**config.mk**
```make
export PLATFORM = sky130hd
export DESIGN_NAME = halfband_cascade_ctrl
export DESIGN_NICKNAME = d
export VERILOG_FILES = /design/src/rtl/halfband_cascade_ctrl.sv
export SDC_FILE = /design/constraint.sdc
export NUM_CORES = 1
export LEC_CHECK = 0
export ABC_AREA = 1
export CAP_MARGIN = 0
export CELL_PAD_IN_SITES_DETAIL_PLACEMENT = 1
export CELL_PAD_IN_SITES_GLOBAL_PLACEMENT = 1
export CORE_MARGIN = 3
export CORE_UTILIZATION = 39
export DETAILED_ROUTE_END_ITERATION = 8
export PLACE_DENSITY_LB_ADDON = 0.1
export REMOVE_ABC_BUFFERS = 1
export SLEW_MARGIN = 20
export SYNTH_ARGS = -nofsm -noshare
export SYNTH_HDL_FRONTEND = slang
export SYNTH_SLANG_ARGS = --single-unit
```
**constraint.sdc**
```tcl
create_clock -name c -period 2.62 [get_ports c]
set_input_delay 0.524 -clock c [delete_from_list [all_inputs] [get_ports c]]
set_output_delay 0.524 -clock c [all_outputs]
set_load 0.005 [all_outputs]
```
**src/rtl/halfband_cascade_ctrl.sv**
```systemverilog
// ---------------------------------------------------------------------------
// halfband_cascade_ctrl
//
// Control sequencer for a cascade of decimate-by-2 halfband stages that all
// share one multiply-accumulate engine and one sample buffer.  Every stage
// owns a 16-entry ring in the buffer.  Two writes into a stage form a pair,
// and each completed pair requests one 7-tap evaluation of that stage.  The
// result of stage s is written back into stage s+1.  The result of the last
// stage is flagged on ov.
//
// Parameters
//   NSTAGES  number of cascaded stages (1..8)
//   MACLAT   cycles from a tap read issue to its product in the accumulator
//
// Ports
//   c          clock, rising edge
//   reset      synchronous active-high reset
//   iv         external input word valid (written into stage 0)
//   bram_we    sample buffer write enable
//   bram_wsel  write data select: 0 = external word, 1 = filter result
//   bram_wa    write address {2'b0, stage[2:0], idx[3:0]}
//   bram_re    read enable during tap cycles
//   bram_ra    read address, same format as bram_wa
//   coefa      coefficient ROM index, aligned with bram_ra
//   mac_first  first tap of an evaluation (accumulator loads)
//   res_v      one-cycle filter result valid
//   res_stage  stage that produced the result flagged by res_v
//   ov         one-cycle final-stage result valid
//   overrun    sticky: an evaluation request was dropped
//   busy       sequencer active or a result still in flight
// ---------------------------------------------------------------------------
module halfband_cascade_ctrl #(
    parameter int NSTAGES = 4,
    parameter int MACLAT  = 4
) (
    input  logic       c,
    input  logic       reset,
    input  logic       iv,
    output logic       bram_we,
    output logic       bram_wsel,
    output logic [8:0] bram_wa,
    output logic       bram_re,
    output logic [8:0] bram_ra,
    output logic [1:0] coefa,
    output logic       mac_first,
    output logic       res_v,
    output logic [2:0] res_stage,
    output logic       ov,
    output logic       overrun,
    output logic       busy
);

    localparam logic [2:0] LAST = 3'(NSTAGES - 1);

    typedef enum logic [2:0] {
        IDLE, T0, T1, T2, T3, T4, T5, T6
    } state_t;

    state_t              state;
    logic [2:0]          cur_stage;
    logic [3:0]          newest;
    logic [3:0]          wp [8];
    logic [7:0]          tog;
    logic [7:0]          pending;
    logic                def_v;
    logic [2:0]          def_stage;
    logic [MACLAT-1:0]   tag_v;
    logic [2:0]          tag_s [MACLAT];

    logic                wr_ext;
    logic                fb_now;
    logic                wr_en;
    logic                wr_fb;
    logic [2:0]          wr_stage;
    logic [2:0]          sel;
    logic [7:0]          set_mask;
    logic [7:0]          clr_mask;
    logic [3:0]          tap_off;

    assign res_v     = tag_v[MACLAT-1];
    assign res_stage = tag_s[MACLAT-1];
    assign ov        = res_v && (res_stage == LAST);
    assign busy      = (state != IDLE) || (|tag_v) || def_v;

    // Write port arbitration.  The external word always wins; a feedback
    // result that loses the port is parked in def_v and written next cycle
    // (the iv spacing guarantees the port is free then).  Nothing is written
    // while reset is asserted, so in-flight results are discarded.
    always_comb begin
        wr_ext   = iv && !reset;
        fb_now   = res_v && (res_stage != LAST) && !reset;
        wr_en    = 1'b0;
        wr_fb    = 1'b0;
        wr_stage = 3'd0;
        if (wr_ext) begin
            wr_en    = 1'b1;
        end else if (def_v && !reset) begin
            wr_en    = 1'b1;
            wr_fb    = 1'b1;
            wr_stage = def_stage;
        end else if (fb_now) begin
            wr_en    = 1'b1;
            wr_fb    = 1'b1;
            wr_stage = res_stage + 3'd1;
        end
        bram_we   = wr_en;
        bram_wsel = wr_fb;
        bram_wa   = wr_en ? {2'b00, wr_stage, wp[wr_stage]} : 9'd0;
    end

    // A write that returns a stage's toggle to 0 completes a pair and raises
    // that stage's request.  In IDLE the lowest pending stage is granted.
    always_comb begin
        set_mask = (wr_en && tog[wr_stage]) ? (8'd1 << wr_stage) : 8'd0;
        sel      = 3'd0;
        for (int i = 7; i >= 0; i--) begin
            if (pending[i]) sel = 3'(i);
        end
        clr_mask = ((state == IDLE) && (|pending)) ? (8'd1 << sel) : 8'd0;
    end

    // Tap pattern relative to the newest sample n: n-10, n-8, n-6, n-5, n-4,
    // n-2, n, expressed as mod-16 offsets with the symmetric coefficients.
    always_comb begin
        tap_off = 4'd0;
        coefa   = 2'd0;
        case (state)
            T0:      begin tap_off = 4'd6;  coefa = 2'd0; end
            T1:      begin tap_off = 4'd8;  coefa = 2'd1; end
            T2:      begin tap_off = 4'd10; coefa = 2'd2; end
            T3:      begin tap_off = 4'd11; coefa = 2'd3; end
            T4:      begin tap_off = 4'd12; coefa = 2'd2; end
            T5:      begin tap_off = 4'd14; coefa = 2'd1; end
            default: begin tap_off = 4'd0;  coefa = 2'd0; end
        endcase
        bram_re   = (state != IDLE);
        bram_ra   = bram_re ? {2'b00, cur_stage, newest + tap_off} : 9'd0;
        mac_first = (state == T0);
    end

    // Sequencer, ring pointers, request bits and the result tag pipeline.
    // The tag pipeline is MACLAT deep so a tag entered after T6 emerges
    // exactly when the accumulator holds the finished sum.
    always_ff @(posedge c) begin
        if (reset) begin
            state     <= IDLE;
            cur_stage <= 3'd0;
            newest    <= 4'd0;
            tog       <= 8'd0;
            pending   <= 8'd0;
            overrun   <= 1'b0;
            def_v     <= 1'b0;
            def_stage <= 3'd0;
            tag_v     <= '0;
            for (int i = 0; i < 8; i++) wp[i] <= 4'd0;
            for (int i = 0; i < MACLAT; i++) tag_s[i] <= 3'd0;
        end else begin
            if (wr_en) begin
                wp[wr_stage]  <= wp[wr_stage] + 4'd1;
                tog[wr_stage] <= ~tog[wr_stage];
            end
            pending <= (pending & ~clr_mask) | set_mask;
            if (|(set_mask & pending)) overrun <= 1'b1;
            def_v     <= wr_ext && fb_now;
            def_stage <= res_stage + 3'd1;

            tag_v    <= {tag_v[MACLAT-2:0], (state == T6)};
            tag_s[0] <= (state == T6) ? cur_stage : 3'd0;
            for (int i = 1; i < MACLAT; i++) tag_s[i] <= tag_s[i-1];

            case (state)
                IDLE: begin
                    if (|pending) begin
                        state     <= T0;
                        cur_stage <= sel;
                        newest    <= wp[sel] - 4'd1;
                    end
                end
                T0:      state <= T1;
                T1:      state <= T2;
                T2:      state <= T3;
                T3:      state <= T4;
                T4:      state <= T5;
                T5:      state <= T6;
                default: state <= IDLE;
            endcase
        end
    end

endmodule

```
# ---- Word-level counts from Yosys, hierarchy flattened
# Memories as Yosys holds them, arrays and structs flattened.
# Index checks and enable logic that the tools add are counted.
dict set report totals {
  regBits 35
  latchBits 0
  ramBits 44
  rom_bits 0
  input_bits 3
  out_inout_bits 31
  mem_count 2
}
dict set report op_classes {
  add_sub_neg 4
  multipliers 0
  div 0
  order_cmp 2
  n_eq_ne 10
  shift 2
  n_mux 42
  bitwise 9
  n_reduce_logical 21
}
# memory words width rd rd_ports_with_merged_regs write_ports line_no
set mem_list {}
lappend mem_list {wp 8 4 2 0 8 62} ;# logic [3:0] wp [8];
lappend mem_list {tag_s 4 3 4 0 4 68} ;# logic [2:0] tag_s [MACLAT];
# operator n
set ops {}
lappend ops {{$mux 3} 18}
lappend ops {{$pmux 4 s6} 1}
lappend ops {{$pmux 3 s7} 1}
lappend ops {{$and 8x8->8} 2}
lappend ops {{$mux 8} 2}
lappend ops {{$reduce_or 8->1} 2}
lappend ops {{$shl 1x3->8 const A} 2}
lappend ops {{$mux 7} 2}
lappend ops {{$mux 1} 13}
lappend ops {{$eq 3x3->1 const B} 4}
lappend ops {{$eq 3x2->1 const B} 3}
lappend ops {{$logic_and 1x1->1} 9}
lappend ops {{$bwmux 8} 1}
lappend ops {{$not 8->8} 1}
lappend ops {{$or 8x8->8} 1}
lappend ops {{$reduce_or 4->1} 2}
lappend ops {{$pmux 2 s3} 1}
lappend ops {{$add 4x1->4 const B} 1}
lappend ops {{$add 4x4->4} 1}
lappend ops {{$lt 3x4->1 const B} 1}
lappend ops {{$mux 4} 1}
lappend ops {{$or 1x1->1} 4}
lappend ops {{$reduce_or 2->1} 2}
lappend ops {{$sub 4x1->4 const B} 1}
lappend ops {{other kinds (13)} 14}

# ---- Logic depth before layout (Yosys ltp)
# Gate-level depths: netlist (run 1).
dict set report depth {
  word_depth 13
  depth_mapped 18
}

# ---- Worst setup path before layout (run 1)
# Ideal clock, no wire load.
dict set report synth_timing {
  path_kind {reg2reg}
  from {memory tag_s[3][0] (netlist: tag_s[0][9])}
  to {memory wp[0][2], data pin}
  arrival_time_ps 2260
  path_slack_ps 95
  path_stages_with_launch 16
  path_buffers 0
  path_cell_list {dfxtp_1 > ha_1 > ha_1 > nor2_2 > nand2_1 > nand2_4 > nand2_8 > inv_6 > nand2_4 > nor2_1 > a21oi_4 > nand3_4 > nand2_4 > ha_1 > xnor2_2 > nor2_1}
}
# item line_no
set synth_rtl {}
lappend synth_rtl {{from (decl)} 68}
lappend synth_rtl {{to (decl)} 62}

# ---- Worst setup path in the final report (run 1)
dict set report layout_timing {
  from {input reset}
  to {output bram_wa[1]}
}
dict set report layout_via {
  elab_chain_len 7
}
# item line_no
set layout_rtl {}
lappend layout_rtl {{from (decl)} 37} ;# input logic reset,
lappend layout_rtl {{$logic_not 1->1 (*)} {90, 91, 97}}
lappend layout_rtl {{$logic_and 1x1->1} 91} ;# fb_now = res_v && (res_stage != LAST) && !reset;
lappend layout_rtl {{$mux 3} 101} ;# end else if (fb_now) begin
lappend layout_rtl {{$mux 3} 97} ;# end else if (def_v && !reset) begin
lappend layout_rtl {{$mux 3} 95} ;# if (wr_ext) begin
lappend layout_rtl {{$mem_v2 8x4} --}
lappend layout_rtl {{$mux 7 (*)} 108} ;# bram_wa = wr_en ? {2'b00, wr_stage, wp[wr_stage]} : 9'd0;
lappend layout_rtl {{to (decl)} 41} ;# output logic [8:0] bram_wa,
# Every way passes the cells marked *; elsewhere a longest branch is shown, timed or not.

==> results of run 1 <==
==> critical path: cells and delay by family <==
kind	cells	cell delay, ns
buffers and inverters	6	0.84
AO/OA/AOI/OAI	3	0.50
AND/OR/NAND/NOR	4	0.44
==> layout make-up <==
cell class / count / area [sq um] / area share
sequential: 79 / 1916 / 0.3285
timing repair buffer: 122 / 985.9 / 0.1691
clock buffer: 9 / 123.9 / 0.02124
tap: 136 / 170.2 / 0.02918
inverter: 100 / 397.9 / 0.06823
multi-input combinational: 362 / 2162 / 0.3707
clock inverter: 7 / 76.32 / 0.01309
==> what timing repair did <==
| action | in CTS | in global routing |
|---|---|---|
| gates resized for setup | 85 | 24 |
| pin swaps | 35 | 24 |
| setup endpoints to repair | 43 | 34 |
| setup buffers | 28 | 4 |
| gates cloned | 0 | 0 |
==> per-layer routing <==
| metal | wire [microns] | GRT usage |
|---|---|---|
| met4 | 265 | 0.06732 |
| met1 | 6769 | 0.3322 |
| met5 | 0 | 0 |
| met2 | 6918 | 0.3977 |
| met3 | 755 | 0.06441 |
==> logic make-up after synthesis <==
logic type,after synthesis,synth area share
xor gates and xnor gates,6,0.01400
other,1,0.0008738
AOI/OAI and AO/OA,59,0.08455
DFF,79,0.4431
adders and majority gates,8,0.02507
buffers and inverters,120,0.1181
and+or+nand+nor,285,0.3143
==> synth_stat cells <==
| master | n | area share |
|---|---|---|
| a21oi_1 | 22 | 0.026 |
| nand2_4 | 8 | 0.021 |
| nand3_1 | 44 | 0.051 |
| inv_6 | 2 | 0.0041 |
| inv_1 | 90 | 0.079 |
| a211oi_1 | 6 | 0.010 |
| nand3_4 | 1 | 0.0041 |
| xor2_1 | 3 | 0.0061 |
| and3_1 | 1 | 0.0015 |
| buf_2 | 6 | 0.0070 |
| nand2_2 | 6 | 0.0087 |
| inv_4 | 2 | 0.0029 |
| o21ai_0 | 14 | 0.016 |
| nor2_2 | 4 | 0.0058 |
| a21o_1 | 1 | 0.0017 |
| nor2_1 | 101 | 0.088 |
| buf_4 | 7 | 0.012 |
| o21ai_1 | 1 | 0.0012 |
| nand3_2 | 2 | 0.0047 |
| o211ai_1 | 2 | 0.0035 |
| clkinv_1 | 1 | 0.00087 |
| fa_1 | 1 | 0.0047 |
| nor3_1 | 5 | 0.0058 |
| a21oi_2 | 2 | 0.0041 |
| o21ai_2 | 2 | 0.0041 |
| clkbuf_1 | 6 | 0.0052 |
| dfxtp_1 | 47 | 0.22 |
| nand4_1 | 18 | 0.026 |
| xnor2_1 | 2 | 0.0041 |
| o31ai_1 | 1 | 0.0017 |
| a22oi_1 | 6 | 0.010 |
| edfxtp_1 | 32 | 0.22 |
| a21oi_4 | 1 | 0.0038 |
| nor2_4 | 3 | 0.0079 |
| nand2_8 | 2 | 0.0093 |
| nand3b_1 | 1 | 0.0017 |
| a31oi_1 | 1 | 0.0015 |
| xnor2_2 | 1 | 0.0038 |
| nand2_1 | 89 | 0.078 |
| ha_1 | 7 | 0.020 |
| conb_1 | 1 | 0.00087 |
| buf_6 | 1 | 0.0026 |
| inv_2 | 5 | 0.0044 |
==> stage by stage <==
stage          power (mW)  setup WS (ns)  hold slack, ns    util
6_report            2.517        -0.2363          0.4117  0.5549
5_1_grt             2.634        -0.3723          0.4293  0.5549
4_1_cts             2.532        -0.1972          0.4169  0.5424
3_5_place_dp        1.561        -0.8386          0.4013  0.4886
3_3_place_gp        1.553        -0.7462          0.3920  0.4886
2_1_floorplan       1.447       -0.09659          0.3883       -
==> power breakdown <==
group          internal (mW)  switching, mW  total, mW
registers               1.30         0.0258       1.32
logic                 0.0982          0.143      0.241
clock network          0.453          0.498      0.951
total                   1.85          0.667       2.52
==> flip-flops by register name (all words and copies together), names as in the netlist <==
| register | count |
|---|---|
| newest | 4 |
| pending | 8 |
| def_v | 1 |
| cur_stage | 3 |
| state | 3 |
| tag_s | 12 |
| tag_v | 4 |
| overrun | 1 |
| tog | 8 |
| wp | 32 |
| def_stage | 3 |
==> how the worst max path moves through the flow <==
stage                 startpoint          to  slack (ns)
global route        tag_s[0][10]  bram_wa[3]       -0.37
floorplan            tag_s[0][9]    wp[0][2]        -0.1
detailed placement         reset  bram_wa[3]       -0.84
global placement           reset  bram_wa[3]       -0.75
finish                     reset  bram_wa[1]       -0.24
CTS                  tag_s[0][9]  bram_wa[3]       -0.20
==> out/results.txt, run 1 <==
Most used cell, CP - inv_2
Cell Count, Final, Fillers Out - 815
# rows - 37
Final setup viols - 28
Clk slew on worst S/H paths - 0.09 ns
Clk Latency, worst-skew pair - 0.38 ns
Peak supply drop - 442.3 uV
Final nets - 685
Overflow after GRT - 0
Core ar. - 10510 sq um
WP data required - 2.10 ns
Final WS setup - -0.2363 ns
Final hold vios - 0
Seq/Total Area, Yosys - 0.4431
Largest net degree at the start of global routing - 35
Routed vias/inst - 5.059
Die Width - 110.9 microns
Max Buffers Root-to-Sink - 2
Clock skew - 0.01141 ns
Post-Synthesis Cells - 558
GPL Wtd Cong - 0.8680
CTS H-tree lvls - 3
CP cell instances - clkdlybuf4s15_2, inv_2, nand2_4, o21ai_2, inv_2, nand2_8, nor2_4, buf_6, buf_4, a22oi_2, nand3_1, a21oi_2, buf_2
Worst R2R Start - tag_s[0][10]
Fmax - 0.3501 GHz
Post-DP HPWL - 10.81 mm
CP max-delay cell - clkdlybuf4s15_2
Design area - 5832 sq um
Num ports - 34
Drt wl/cell - 18.05 microns
Data arrival time of the worst path - 2.33 ns
Crit share post-route - 1.090
Synth warnings - 0
Dpl cells - 771
Initial DRC count - 270
Distinct cell type count after synthesis - 43
Buffers on Ports - 29
Synth Cell Area - 4292 sq um
TritonCTS buffer count - 9
Starting Density - 0.4084
Outcome - finished with violations
CP peak stage delay - 0.24 ns
Failing checks - setup timing
Vias in the first global route - 4292
# clock sinks - 79
Worst-Margin Slew - 0.5551 ns
Slew margin rel. - 0.6291
Synth Register Bits - 79
Period minus WS final - 2.856 ns
Hold/Removal Path Class - register to register
Pleak - 2.542 nW
DR DRC count - 0
Setup slack, reg-to-reg - -0.06 ns
DRT Pass-1 Iters - 4
Diode count - 0
Setup repair after global routing missed its margin - true
Reg2Reg Depth - 17
Root Driver - clkbuf_8
Die area - 12300 sq um
Final wirelength - 14.71 mm
Hold path depth - 2
R2R Path End - wp[6][2]
Commonest non-fill, non-tap cell in the layout - nor2_1
CTS Hold Bufs - 0
Fillcell total - 1297
All-layer global routing usage - 0.2481
CP Capture Type - output port
Area grow syn2layout - 35.89%
Avg Cell Area, Syn - 7.691 sq um
Setup crit start kind - primary input
Max FO, Critical Path - 5
Setup TNS - -1.727 ns
Initial antenna violation count - 0
Share of cells above drive strength 1 - 0.2946
Post-DP Area - 5135 sq um
Crit Path Class - primary input to output port
Hold Crit Start - tag_s[0][6]
Pwr/cell area - 431.6 nW/um^2
First-pass GRT wire length - 23.72 mm
Via count - 4123
CTS tree - built
Die Ht - 110.9 microns
Post-route ant nets - 0
Worst hold endpoint - tag_s[0][9]
Slew Viols, Final - 0
Commonest cells after routing, fill and taps aside - nor2_1 (92), buf_4 (86), inv_1 (85)
Max-Cap Viols - 0
Power figures use the tool's default switching activity.
==> run 2: changes to the inputs <==
- CORE_UTILIZATION: 39 -> 43
- DONT_BUFFER_PORTS: default -> 1
==> run 2 against run 1 <==
  * The run still ends with setup timing left
  * First-iteration DRC count grew 39%
  * Critical path depth unchanged
  * Register-to-register slack better by 0.03 ns
  * Core utilization down 2.2 points
  * Sequential share of layout area is 5.0 points higher
  * Routed wire length fell by 8.9%
  * Fmax rose by 5.0%
  * Total power shrank 4.3%
  * Via count decreased by 5.9%
  * Global-route usage is 0.87 points lower
  * Non-clock buffer count shrank 81
  * Worst hold slack worse by 0.19 ns
  * Largest power group unchanged
  * Highest routed layer unchanged
==> out/results.txt, run 2 (same netlist as run 1, synthesis figures left out) <==
Outcome - finished with violations (unchanged)
Failing checks - setup timing (unchanged)
DR DRC count - 0 (unchanged)
Clk slew on worst S/H paths - 0.09 ns (about the same)
Post-DP HPWL - 9.701 mm (was 10.81 mm)
Crit Path Class - register to output port (was primary input to output port)
Cell Count, Final, Fillers Out - 727 (was 815)
Initial DRC count - 375 (was 270)
Via count - 3880 (was 4123)
Commonest cells after routing, fill and taps aside - nor2_1 (91), inv_1 (87), nand2_1 (83) (was nor2_1 (92), buf_4 (86), inv_1 (85))
CP max-delay cell - dfxtp_2 (was clkdlybuf4s15_2)
Setup repair after global routing missed its margin - true (unchanged)
Share of cells above drive strength 1 - 0.2157 (was 0.2946)
Crit share post-route - 1.038 (was 1.090)
CTS H-tree lvls - 3 (unchanged)
Die area - 11210 sq um (was 12300 sq um)
Pwr/cell area - 478.1 nW/um^2 (was 431.6 nW/um^2)
Die Width - 105.9 microns (was 110.9 microns)
GPL Wtd Cong - 0.8698 (was 0.8680)
Worst hold endpoint - tag_s[0][9] (unchanged)
Hold WS - 0.2167 ns (was 0.4117 ns)
Data arrival time of the worst path - 2.20 ns (was 2.33 ns)
Reg2Reg Depth - 17 (unchanged)
Final setup viols - 9 (was 28)
Buf/Inv on CP - 1 (was 6)
Final hold vios - 0 (unchanged)
Switching share of power - 0.2793 (was 0.2649)
Max FFs per register - 32 (unchanged)
Peak supply drop - 431.8 uV (was 442.3 uV)
Max Buffers Root-to-Sink - 2 (unchanged)
Area grow syn2layout - 17.41% (was 35.89%)
DRT Pass-1 Iters - 5 (was 4)
Biggest regs - wp x32, tag_s x12 (unchanged)
Max-Cap Viols - 0 (unchanged)
CP cell instances - ha_4, ha_4, nor2_4, nand2_2, nand2_4, nand2_8, nor2_4, a22oi_2, nand2_1, nand2_1, nand2_2, inv_2, nor2_2 (was clkdlybuf4s15_2, inv_2, nand2_4, o21ai_2, inv_2, nand2_8, nor2_4, buf_6, buf_4, a22oi_2, nand3_1, a21oi_2, buf_2)
Setup crit start kind - register (was primary input)
Worst-Margin Slew - 0.5376 ns (was 0.5551 ns)
Setup slack, reg-to-reg - -0.03 ns (was -0.06 ns)
Largest net degree at the start of global routing - 39 (was 35)
Pleak - 2.137 nW (was 2.542 nW)
Clock skew - 0.009521 ns (was 0.01141 ns)
Buffers on Ports - 0 (was 29)
Core ar. - 9459 sq um (was 10510 sq um)
# rows - 35 (was 37)
Commonest non-fill, non-tap cell in the layout - nor2_1 (unchanged)
Die Ht - 105.9 microns (was 110.9 microns)
Slew Viols, Final - 0 (unchanged)
Logic pwr share - 0.085 (was 0.096)
CTS tree - built (unchanged)
R2R Path End - wp[3][3] (was wp[6][2])
Final WS setup - -0.1002 ns (was -0.2363 ns)
Int Power - 1.736 mW (was 1.850 mW)
CP Capture Type - output port (unchanged)
Vias in the first global route - 3885 (was 4292)
WP data required - 2.10 ns (about the same)
Hold path depth - 1 (was 2)
Clk Latency, worst-skew pair - 0.37 ns (was 0.38 ns)
Largest Register - wp (unchanged)
Post-route ant nets - 0 (unchanged)
Diode count - 0 (unchanged)
Num ports - 34 (unchanged)
GR Layer Usage met2 - 0.3875 (was 0.3977)
Met3 Resource Use GR - 0.04614 (was 0.06441)
Most used routing layer - met2 (unchanged)
Hold/Removal Path Class - primary input to register (was register to register)
Dpl cells - 692 (was 771)
Max FO, Critical Path - 7 (was 5)
Worst path top cell family by delay - simple AND/OR/NAND/NOR gates (was buffers and inverters)
All-layer global routing usage - 0.2395 (was 0.2481)
Drt wl/cell - 18.43 microns (was 18.05 microns)
Overflow after GRT - 0 (unchanged)
Clock share of power - 0.364 (was 0.378)
TritonCTS buffer count - 9 (unchanged)
GR Layer Usage met1 - 0.3314 (was 0.3322)
Fmax - 0.3676 GHz (was 0.3501 GHz)
Root Driver - clkbuf_8 (unchanged)
Period minus WS final - 2.720 ns (was 2.856 ns)
# clock sinks - 79 (unchanged)
Final nets - 604 (was 685)
Final wirelength - 13.40 mm (was 14.71 mm)
P_sw - 0.6729 mW (was 0.6667 mW)
Slew margin rel. - 0.6407 (was 0.6291)
Sequential power share - 0.551 (was 0.526)
Starting Density - 0.4537 (was 0.4084)
Hold Crit Start - reset (was tag_s[0][6])
Initial antenna violation count - 0 (unchanged)
Routed vias/inst - 5.337 (was 5.059)
CP peak stage delay - 0.35 ns (was 0.24 ns)
Worst R2R Start - tag_s[0][10] (unchanged)
First-pass GRT wire length - 20.85 mm (was 23.72 mm)
Layout Utilization - 0.5327 (was 0.5549)
[run 2: cell count changes in the layout (fill, tap and decap cells not counted), moves of 4 or more]
cell             before  now
buf_4                86   36
clkdlybuf4s50_1      15    0
dlygate4sd2_1         6    0
a21oi_1              15   19
buf_2                 4    0
inv_2                10    6
nor2_2                7   11
[run 2: worst max path at each step]
stage,slack (ns),depth (start not counted),start,to
3_3_place_gp,0.02,16,tag_s[0][10],wp[5][2]
3_5_place_dp,-0.06,16,tag_s[0][10],wp[5][2]
6_report,-0.10,13,tag_s[0][10],bram_wa[3]
5_1_grt,-0.21,13,tag_s[0][10],bram_wa[3]
2_1_floorplan,-0.1,11,tag_s[0][9],wp[0][2]
4_1_cts,-0.07,13,tag_s[0][10],bram_wa[3]
[run 2: metrics by stage]
stage | TNS [ns] | instance area (sq um) | power [mW] | worst slack, ns
3_3_place_gp | 0 | 4513 | 1.506 | 0.01640
4_1_cts | -0.1719 | 4901 | 2.382 | -0.07334
5_1_grt | -2.262 | 5039 | 2.491 | -0.2095
6_report | -0.2997 | 5039 | 2.409 | -0.1002
2_1_floorplan | -0.8540 | 4187 | 1.447 | -0.09659
3_5_place_dp | -0.3436 | 4513 | 1.513 | -0.06211
[run 2: layout make-up]
| type | count | area, sq um |
|---|---|---|
| inverter | 100 | 409.1 |
| timing repair buffer | 41 | 326.6 |
| clock buffer | 9 | 123.9 |
| tap | 129 | 161.4 |
| fill | 1176 | 4420 |
| clock inverter | 7 | 55.05 |
| multi-input combinational | 362 | 2057 |
| sequential | 79 | 1906 |
[run 2: layer usage]
metal,share of wire,up-vias
li1,-,1839
met1,0.45,1875
met2,0.46,140
met3,0.068,26
met4,0.024,0
met5,0,-
[run 2: timing repair]
action / CTS / global route
cloned: 0 / 0
pin swaps: 22 / 26
hold buffers: 0 / 0
gates resized for setup: 26 / 28
buffers inserted: 13 / 9
endpoints found under the setup margin: 20 / 31
[run 2: power groups by stage]
stage | registers [mW] | clock network [mW] | logic, mW
6_report | 1.33 | 0.876 | 0.206
5_1_grt | 1.33 | 0.937 | 0.226
4_1_cts | 1.32 | 0.881 | 0.177
3_5_place_dp | 1.35 | 0 | 0.161
3_3_place_gp | 1.35 | 0 | 0.155
2_1_floorplan | 1.34 | 0 | 0.108
==> run 3: changes to the inputs <==
- HOLD_SLACK_MARGIN: default -> 0.1
==> results of run 3 <==
Same layout as run 2: the final DEF is identical, and so are final timing and power.
